### config.mk
export PLATFORM = sky130hd
export DESIGN_NAME = apu_reg_sequencer
export DESIGN_NICKNAME = d
export VERILOG_FILES = /design/src/rtl/chiptune_pkg.sv /design/src/rtl/pulse_stretch.sv /design/src/rtl/apu_reg_sequencer.sv
export SDC_FILE = /design/constraint.sdc
export NUM_CORES = 1
export LEC_CHECK = 0
export CAP_MARGIN = 25
export CORE_MARGIN = 3
export CORE_UTILIZATION = 40
export CTS_BUF_LIST = sky130_fd_sc_hd__clkbuf_4 sky130_fd_sc_hd__clkbuf_8
export DETAILED_ROUTE_END_ITERATION = 8
export PLACE_DENSITY = 0.62
export SYNTH_ARGS = -nofsm -noshare
export SYNTH_HDL_FRONTEND = slang
export SYNTH_SLANG_ARGS = --single-unit
### constraint.sdc
create_clock -name clk -period 2.2 [get_ports clk]
set_clock_uncertainty 0.2 [all_clocks]
set_input_delay 0.22 -clock clk [delete_from_list [all_inputs] [get_ports clk]]
set_output_delay 0.22 -clock clk [all_outputs]
set_load 0.005 [all_outputs]
### src/rtl/chiptune_pkg.sv
// chiptune_pkg: shared types and constants for the chiptune command path.
// Holds the sequencer state enum, header bit positions and the APU address limit.
package chiptune_pkg;

    typedef enum logic {
        IDLE = 1'b0,
        DATA = 1'b1
    } seq_state_e;

    localparam int unsigned SYNC_BIT = 7;
    localparam int unsigned D7_BIT   = 6;
    localparam int unsigned RSV_BIT  = 5;

    localparam logic [4:0] APU_ADDR_MAX = 5'h17;

    // A header is usable when the reserved bit is clear and the address is in range.
    function automatic logic header_ok(input logic [7:0] b);
        return (b[RSV_BIT] == 1'b0) && (b[4:0] <= APU_ADDR_MAX);
    endfunction

endpackage

### src/rtl/pulse_stretch.sv
// pulse_stretch: holds out high for CYCLES clocks after the most recent trig.
// A trig while already active restarts the full countdown.
module pulse_stretch #(
    parameter int unsigned CYCLES = 600_000
) (
    input  logic clk,
    input  logic rst_n,
    input  logic trig,
    output logic out
);

    localparam int unsigned CNT_W = $clog2(CYCLES) + 1;

    logic [CNT_W-1:0] cnt_q;
    logic [CNT_W-1:0] cnt_d;

    // Reload on trigger, otherwise count down to zero and stop.
    always_comb begin
        cnt_d = cnt_q;
        if (trig) begin
            cnt_d = CNT_W'(CYCLES);
        end else if (cnt_q != '0) begin
            cnt_d = cnt_q - CNT_W'(1);
        end
    end

    // Countdown register.
    always_ff @(posedge clk or negedge rst_n) begin
        if (!rst_n) begin
            cnt_q <= '0;
        end else begin
            cnt_q <= cnt_d;
        end
    end

    assign out = (cnt_q != '0);

endmodule

### src/rtl/apu_reg_sequencer.sv
// apu_reg_sequencer: turns 2-byte UART frames into held APU register writes.
// Header: bit7=1, bit6=data[7], bit5=reserved(0), bits4:0=addr. Data: bit7=0, bits6:0.
// Optional feature macro: FRAME_STATS_EN enables the saturating err_count.
module apu_reg_sequencer
    import chiptune_pkg::*;
#(
    parameter int unsigned OSCRATE    = 12_000_000,
    parameter int unsigned TIMEOUT_MS = 2,
    parameter int unsigned LINK_MS    = 50
) (
    input  logic       clk,
    input  logic       rst_n,
    input  logic       rx_valid,
    input  logic [7:0] rx_data,
    input  logic       reg_ready,
    output logic       reg_wr,
    output logic [4:0] reg_addr,
    output logic [7:0] reg_data,
    output logic       link,
    output logic [7:0] err_count
);

    localparam int unsigned TIMEOUT_CYCLES = OSCRATE / 1000 * TIMEOUT_MS;
    localparam int unsigned LINK_CYCLES    = OSCRATE / 1000 * LINK_MS;
    localparam int unsigned TMO_W          = $clog2(TIMEOUT_CYCLES) + 1;

    seq_state_e       state_q, state_d;
    logic [4:0]       hdr_addr_q, hdr_addr_d;
    logic             hdr_d7_q, hdr_d7_d;
    logic [TMO_W-1:0] tmo_q, tmo_d;

    logic             reg_wr_q, reg_wr_d;
    logic [4:0]       reg_addr_q, reg_addr_d;
    logic [7:0]       reg_data_q, reg_data_d;

    logic is_hdr;
    logic hdr_good;
    logic frame_done;
    logic frame_err;
    logic slot_load;
    logic overrun;
    logic err_event;

    assign is_hdr   = rx_data[SYNC_BIT];
    assign hdr_good = header_ok(rx_data);

    // Frame FSM: header/data assembly, resync on any header, header-to-data timeout.
    // An incoming byte is examined before the timeout so data on the expiry cycle wins.
    always_comb begin
        state_d    = state_q;
        hdr_addr_d = hdr_addr_q;
        hdr_d7_d   = hdr_d7_q;
        tmo_d      = tmo_q;
        frame_done = 1'b0;
        frame_err  = 1'b0;
        unique case (state_q)
            IDLE: begin
                if (rx_valid) begin
                    if (is_hdr && hdr_good) begin
                        state_d    = DATA;
                        hdr_addr_d = rx_data[4:0];
                        hdr_d7_d   = rx_data[D7_BIT];
                        tmo_d      = '0;
                    end else begin
                        frame_err = 1'b1;
                    end
                end
            end
            DATA: begin
                if (rx_valid) begin
                    if (is_hdr) begin
                        frame_err = 1'b1;
                        if (hdr_good) begin
                            hdr_addr_d = rx_data[4:0];
                            hdr_d7_d   = rx_data[D7_BIT];
                            tmo_d      = '0;
                        end else begin
                            state_d = IDLE;
                        end
                    end else begin
                        frame_done = 1'b1;
                        state_d    = IDLE;
                    end
                end else if (tmo_q == TMO_W'(TIMEOUT_CYCLES - 1)) begin
                    frame_err = 1'b1;
                    state_d   = IDLE;
                end else begin
                    tmo_d = tmo_q + TMO_W'(1);
                end
            end
        endcase
    end

    // One-deep write slot: load when empty or freeing this cycle, otherwise drop as overrun.
    always_comb begin
        reg_wr_d   = reg_wr_q;
        reg_addr_d = reg_addr_q;
        reg_data_d = reg_data_q;
        slot_load  = frame_done && (!reg_wr_q || reg_ready);
        overrun    = frame_done && reg_wr_q && !reg_ready;
        if (slot_load) begin
            reg_wr_d   = 1'b1;
            reg_addr_d = hdr_addr_q;
            reg_data_d = {hdr_d7_q, rx_data[6:0]};
        end else if (reg_wr_q && reg_ready) begin
            reg_wr_d = 1'b0;
        end
    end

    assign err_event = frame_err || overrun;

    // FSM and slot registers.
    always_ff @(posedge clk or negedge rst_n) begin
        if (!rst_n) begin
            state_q    <= IDLE;
            hdr_addr_q <= '0;
            hdr_d7_q   <= 1'b0;
            tmo_q      <= '0;
            reg_wr_q   <= 1'b0;
            reg_addr_q <= '0;
            reg_data_q <= '0;
        end else begin
            state_q    <= state_d;
            hdr_addr_q <= hdr_addr_d;
            hdr_d7_q   <= hdr_d7_d;
            tmo_q      <= tmo_d;
            reg_wr_q   <= reg_wr_d;
            reg_addr_q <= reg_addr_d;
            reg_data_q <= reg_data_d;
        end
    end

    assign reg_wr   = reg_wr_q;
    assign reg_addr = reg_addr_q;
    assign reg_data = reg_data_q;

`ifdef FRAME_STATS_EN
    logic [7:0] err_q, err_d;

    // Saturating error count; at most one error event exists per cycle.
    always_comb begin
        err_d = err_q;
        if (err_event && (err_q != '1)) begin
            err_d = err_q + 8'd1;
        end
    end

    // Error counter register, cleared only by reset.
    always_ff @(posedge clk or negedge rst_n) begin
        if (!rst_n) begin
            err_q <= '0;
        end else begin
            err_q <= err_d;
        end
    end

    assign err_count = err_q;
`else
    logic unused_err_event;
    assign unused_err_event = err_event;
    assign err_count        = '0;
`endif

    pulse_stretch #(
        .CYCLES(LINK_CYCLES)
    ) u_link (
        .clk  (clk),
        .rst_n(rst_n),
        .trig (slot_load),
        .out  (link)
    );

endmodule

==> reports/summary.txt <==
status - finished, violations left
violated checks - negative setup slack
Core Area - 0.006832 sq mm
worst-path fanout max - 2
vias per std cell - 4.909
DRC viols - 0
final setup margin - -376.4 ps
routed len/inst - 13.14 microns
ANT cells - 0
Main synth FF type - dfrtp_1
TritonCTS Buffers - 9
Clk Latency, worst-skew pair - 340 ps
Synth Warn # - 0
Detailed Route WL - 6349 microns
H-tree level count - 3
Layout Cells excl Fill - 483
PortBufs - 26
cell taking the most area after synthesis - dfrtp_1
share of the synthesized area in the top cell type - 0.5119
commonest non-fill, non-tap cell in the layout - nand2_1
CP required - 1780 ps
Post-Syn Area - 0.002835 sq mm
f_max - 388.1 MHz
GRT Util Overall - 0.1691
Storage cell area - 0.001451 sq mm
RSZ-0062 raised after global routing - yes
Peak VDD IR - 0.4658 mV
Compound-Gate Fraction of Synth Area - 0.05075
Hold Crit Class - input port to asynchronous set/reset pin
Seq cells post-synth - 58
Die ar. - 0.008134 sq mm
# Max-Cap Violations - 0
Simple-Gate Fraction of Synth Area - 0.3014
Final Cycle Share - 1.171
Cell Count Post-Placement - 461
PD cells - 945.7 mW/mm^2
layout cells sized above 1 - 0.2300
P_leak - 1.721 nW
crit end category - primary output
Final Setup Violations - 14
Area contributors post-synth - dfrtp_1, nand2_1, nor2_1, xnor2_1, xor2_1
Die Ht - 90.19 microns
Area Growth Syn to Fin - 36.98%
GR Overflow Total - 0
placed inst area - 0.003452 sq mm
Die W - 90.19 microns
Avg Inst Size Synth - 9.175 sq um
nets - 397
sequential-to-total area share from yosys stat - 0.5119
most frequent cells in the layout - nand2_1, dfrtp_1, buf_4
buffers from clock root to sink, at most - 2
Syn Inst Count - 309
detailed placement HPWL - 4144 microns
crit path kind - flop to primary output
clock sinks - 58
Max Slew Vio Count - 0
vias in the first global route - 2,360
I/O pin count - 35
crit start category - flop
area of the multi-input gates - 0.001379 sq mm
Root Buffer Master - clkbuf_8
clock-pin slew on the worst setup and hold paths - 70 ps
Post-synth EDFFs - 0
DRT iter0 DRCs - 129
largest net degree at the start of global routing - 59
TritonCTS clock tree - yes
fillers - 614
Distinct cells, synth - 46
antenna violations before repair - 0
main combinational cell family by area after synthesis - simple AND/OR/NAND/NOR gates
drt pass-1 iters - 4
fraction of registers with async set or reset after synthesis - 1.000
multiplexer share of the synthesized area - 0.01103
Initial Util - 0.4150
final instance area - 0.003884 sq mm
critical path arrival - 2160 ps
first-pass GRT wire length - 11,160 microns
Vias - 2,371
final number of hold-violating endpoints - 0
ANT nets after route - 0
# rows - 30
Post-Synth Adder-Cell Area - 0.01324
GPL Wtd Cong - 0.7988
Synth Area in XOR/XNOR - 0.06178
Tmin final - 2576 ps
-- synth_stat cells (2+ instances only) --
cell type / instances
nor3_1: 11
nor4_1: 3
nor2b_1: 4
o31ai_1: 3
nor2_1: 34
buf_4: 8
o21ai_1: 3
and3_1: 2
nand3b_1: 5
xnor2_1: 12
or3_1: 10
dfrtp_1: 58
or4_1: 8
mux2i_1: 2
o21ai_0: 6
nand2_1: 66
nand2b_1: 3
xor2_1: 8
ha_1: 3
buf_2: 2
nand4_1: 6
a21oi_1: 7
nand3_1: 11
inv_1: 7
clkbuf_1: 6
-- logic make-up (layout without fill, tap and decap cells) --
kind of cell             count (synthesis)  after routing
AND/OR/NAND/NOR                        175            176
multiplexers                             3              3
other                                    1              8
XOR/XNOR                                20             20
adder cells (fa/ha/maj)                  3              3
buffers and inverters                   25             95
flip-flops                              58             58
AO/OA/AOI/OAI                           24             24
-- final cells by class --
type,count,share of cell area
inverter,7,0.006765
tap,96,0.03093
sequential,58,0.3737
clock buffer,9,0.03189
multi-input combinational,234,0.3550
clock inverter,7,0.04253
timing repair buffer,72,0.1591
-- per-stage QoR --
step                      setup TNS, ps  power [mW]  utilization  worst slack [ps]  hold slack, ps
final                             -1823       3.673       0.5685            -376.4           230.4
after global routing              -2960       3.895       0.5685            -457.1           239.5
after CTS                         -2075       3.695       0.5610            -411.8           214.1
after detailed placement          -2412       2.196       0.5053            -371.1           46.45
after global placement            -2061       2.182       0.5053            -347.4           46.96
after floorplan                  -364.2       1.757            -            -122.7          -275.6
-- layer usage --
layer	up-vias	global-route usage	wire, microns
met5	-	0	0
met3	4	0.05774	322
met2	54	0.2682	2989
met4	0	0.04719	40
li1	1182	-	-
met1	1131	0.2208	2997
-- registers in the layout, indices dropped and copies added (netlist names) --
signal / flops
reg_addr: 5
state_q: 1
hdr_d7_q: 1
reg_wr: 1
tmo_q: 16
u_link.cnt_q: 21
reg_data: 8
hdr_addr_q: 5
-- power breakdown --
group	switching (mW)	leakage (nW)	internal, mW
combinational	0.389	0.857	0.482
clock	0.444	0.136	0.981
sequential	0.109	0.728	1.27
-- critical path: stages, from the launching register on --
cell     delay (ps)
dfrtp_1         380
or4_4           540
or4_4           520
or2_1           250
buf_2           130
-- path summary, 6_finish.rpt --
kind	startpoint	endpoint	slack, ps	cells after the start
min in group clk	rx_data[1]	reg_data[1]$_DFFE_PN0P_	240	3
setup reg to reg	u_link.cnt_q[14]$_DFFE_PN0P_	u_link.cnt_q[19]$_DFFE_PN0P_	-320	6
hold / removal	rst_n	u_link.cnt_q[13]$_DFFE_PN0P_	230	3
hold reg to reg	hdr_addr_q[4]$_DFFE_PN0P_	reg_addr[4]$_DFFE_PN0P_	270	2
setup / recovery	u_link.cnt_q[14]$_DFFE_PN0P_	link	-380	4
max in group asynchronous	rst_n	tmo_q[13]$_DFFE_PN0P_	1320	3
-- what timing repair did --
action	in CTS	in global routing
gates resized for setup	19	10
setup endpoints to repair	19	21
setup buffers	3	1
pin swaps	7	7
endpoints found under the hold margin	58	0
cloned	1	0
hold buffers	1	0
Note: power is estimated with default switching activity, not from simulation.
==> variant: new RTL, same settings <==
`TIMEOUT_MS`: 2 -> 1.
--- a/src/rtl/apu_reg_sequencer.sv
+++ b/src/rtl/apu_reg_sequencer.sv
@@ -6,5 +6,5 @@
 #(
     parameter int unsigned OSCRATE    = 12_000_000,
-    parameter int unsigned TIMEOUT_MS = 2,
+    parameter int unsigned TIMEOUT_MS = 1,
     parameter int unsigned LINK_MS    = 50
 ) (
Function: same outputs for any inputs over 10 cycles, from zero or initial values and one cycle with rst_n low; that may be too few to reach the edited logic, so the function may still have changed.
==> variant against the unedited design <==
  * The run still ends with setup timing left
  * Global-route usage up 0.31 points
  * Wire length up 3.1%
  * Clock power down 32%
  * Sequential cell count down 1
  * Count of clock-buffer cells in the layout up 2
  * Cell area down 0.84%
  * Area after synthesis up 1.9%
  * Core utilization down 1.1 points
  * Setup slack better by 170 ps
  * Power down 8.2%
  * Critical endpoint is now u_link.cnt_q[20]
  * Largest cell class is now multi-input gates
  * Largest power group is now registers
==> variant: results (changes against the unedited design) <==
Finished Layout Cells: 489 (+1.2%)
Worst EP arrival: 2450 ps (+290 ps)
vias per std cell: 5.07 (+3.3%)
critical path's top delay family: simple AND/OR/NAND/NOR gates
hold_buf cts: 1 (unchanged)
vias in the first global route: 2441 (+3.4%)
critical-path maximum fanout: 5 (+3)
cts repair resizes: 12 (-7)
Largest register FFs: 21 (unchanged)
number of detailed-route iterations in the first pass: 4 (unchanged)
final worst-path setup slack: -204 ps (+173 ps)
post-DP HPWL: 4.62 mm (+12%)
Clock Latency Late Sink: 340 ps (about the same)
Leak Pwr: 0.00173 µW (+0.52%)
cell area after placement: 3520 µm² (+1.8%)
gr usage total: 17.2% (+0.31 points)
DRT iter0 DRCs: 90 (-30%)
largest net degree at the start of global routing: 58 (-1.7%)
sequential area share after synthesis: 49.4% (-1.8 points)
Wirelength per Cell: 13.4 µm (+1.8%)
PortBufs: 26 (unchanged)
status: complete, but fails checks
Cell Count Post-Placement: 467 (+1.3%)
Worst-path clk slew: 70 ps (about the same)
Internal: 2350 µW (-14%)
Cell variety after synth: 43 (-6.5%)
Area contributors post-synth: dfrtp_1 (49%), nand2_1 (8.8%), mux2i_1 (3.5%)
Register-to-Register Path Depth: 5 (-1)
Syn Inst Count: 315 (+1.9%)
clock buffer count from CTS: 9 (unchanged)
share of post-route cells with drive strength above 1: 21.9% (-1.1 points)
Clk Tree Root Cell: clkbuf_8
IR drop worst, VDD: 0.458 mV (-1.7%)
Setup Buffers After CTS: 4 (+1)
# diodes: 0 (unchanged)
CTS Buffer Depth: 2 (unchanged)
final RePlAce weighted congestion: 0.875 (+9.5%)
HP Class: in -> async
setup_tns: -541 ps (+1280 ps)
failing checks: setup timing
synth cell count leaders: nand2_1 (68), dfrtp_1 (57), nor2_1 (17), a21oi_1 (13), or3_1 (13)
Worst path slowest cell: or4_4
layout net count: 403 (+1.5%)
grt total ovfl: 0 (unchanged)
first-pass GRT wire length: 11.5 mm (+3.0%)
Place WS: -118 ps (+253 ps)
count of final setup violators: 4 (-10)
crit-path max cell delay: 570 ps (+30 ps)
-- variant: path summary, 6_finish.rpt --
| check | from | endpoint | slack, ps |
|---|---|---|---|
| max in group asynchronous | rst_n | u_link.cnt_q[11] | 1330 |
| worst min-delay path | rst_n | u_link.cnt_q[1] | 210 |
| worst max-delay path | u_link.cnt_q[8] | u_link.cnt_q[20] | -200 |
| worst min register to register | hdr_addr_q[0] | reg_addr[0] | 270 |
| worst max register to register | u_link.cnt_q[8] | u_link.cnt_q[20] | -200 |
| min in group clk | rx_data[0] | hdr_addr_q[0] | 230 |
-- variant: logic make-up after synthesis --
logic type / count (synthesis) / share of synthesized area, %
other: 1 / 0.130
and+or+nand+nor: 164 / 28.5
DFF: 57 / 49.4
buffers and inverters: 28 / 4.72
AOI/OAI and AO/OA: 46 / 10.7
xor gates and xnor gates: 6 / 1.82
muxes: 10 / 3.46
adders and majority gates: 3 / 1.30
-- variant: power by group through the flow --
stage	clock, µW	combinational [µW]	sequential [µW]
global route	1060	1100	1460
CTS	999	952	1420
global placement	0	884	1420
detailed placement	0	907	1430
floorplan	0	407	1440
finish	970	976	1420
-- variant: cell type report --
type                            instances  area, µm²
Fill cell                             641       3060
Multi-Input combinational cell        237       1440
Sequential cell                        57       1430
Timing Repair Buffer                   74        641
Clock buffer                           11        139
Tap cell                               96        120
Clock inverter                          5       56.3
Inverter                                9       33.8
-- variant: metal layers --
metal / global-route usage (%) / vias to the layer above / part of all wire [%]
met5: 0 / - / 0
met4: 5.03 / 0 / 0.76
met3: 6.96 / 7 / 4.8
met2: 27.1 / 40 / 47
met1: 21.8 / 1186 / 47
li1: - / 1247 / -
-- variant: worst register-to-register path, stage by stage, from the launching register on --
cell	delay, ps
dfrtp_1	370
or4_4	570
buf_6	140
or4_4	500
or3_4	350
a211oi_2	190
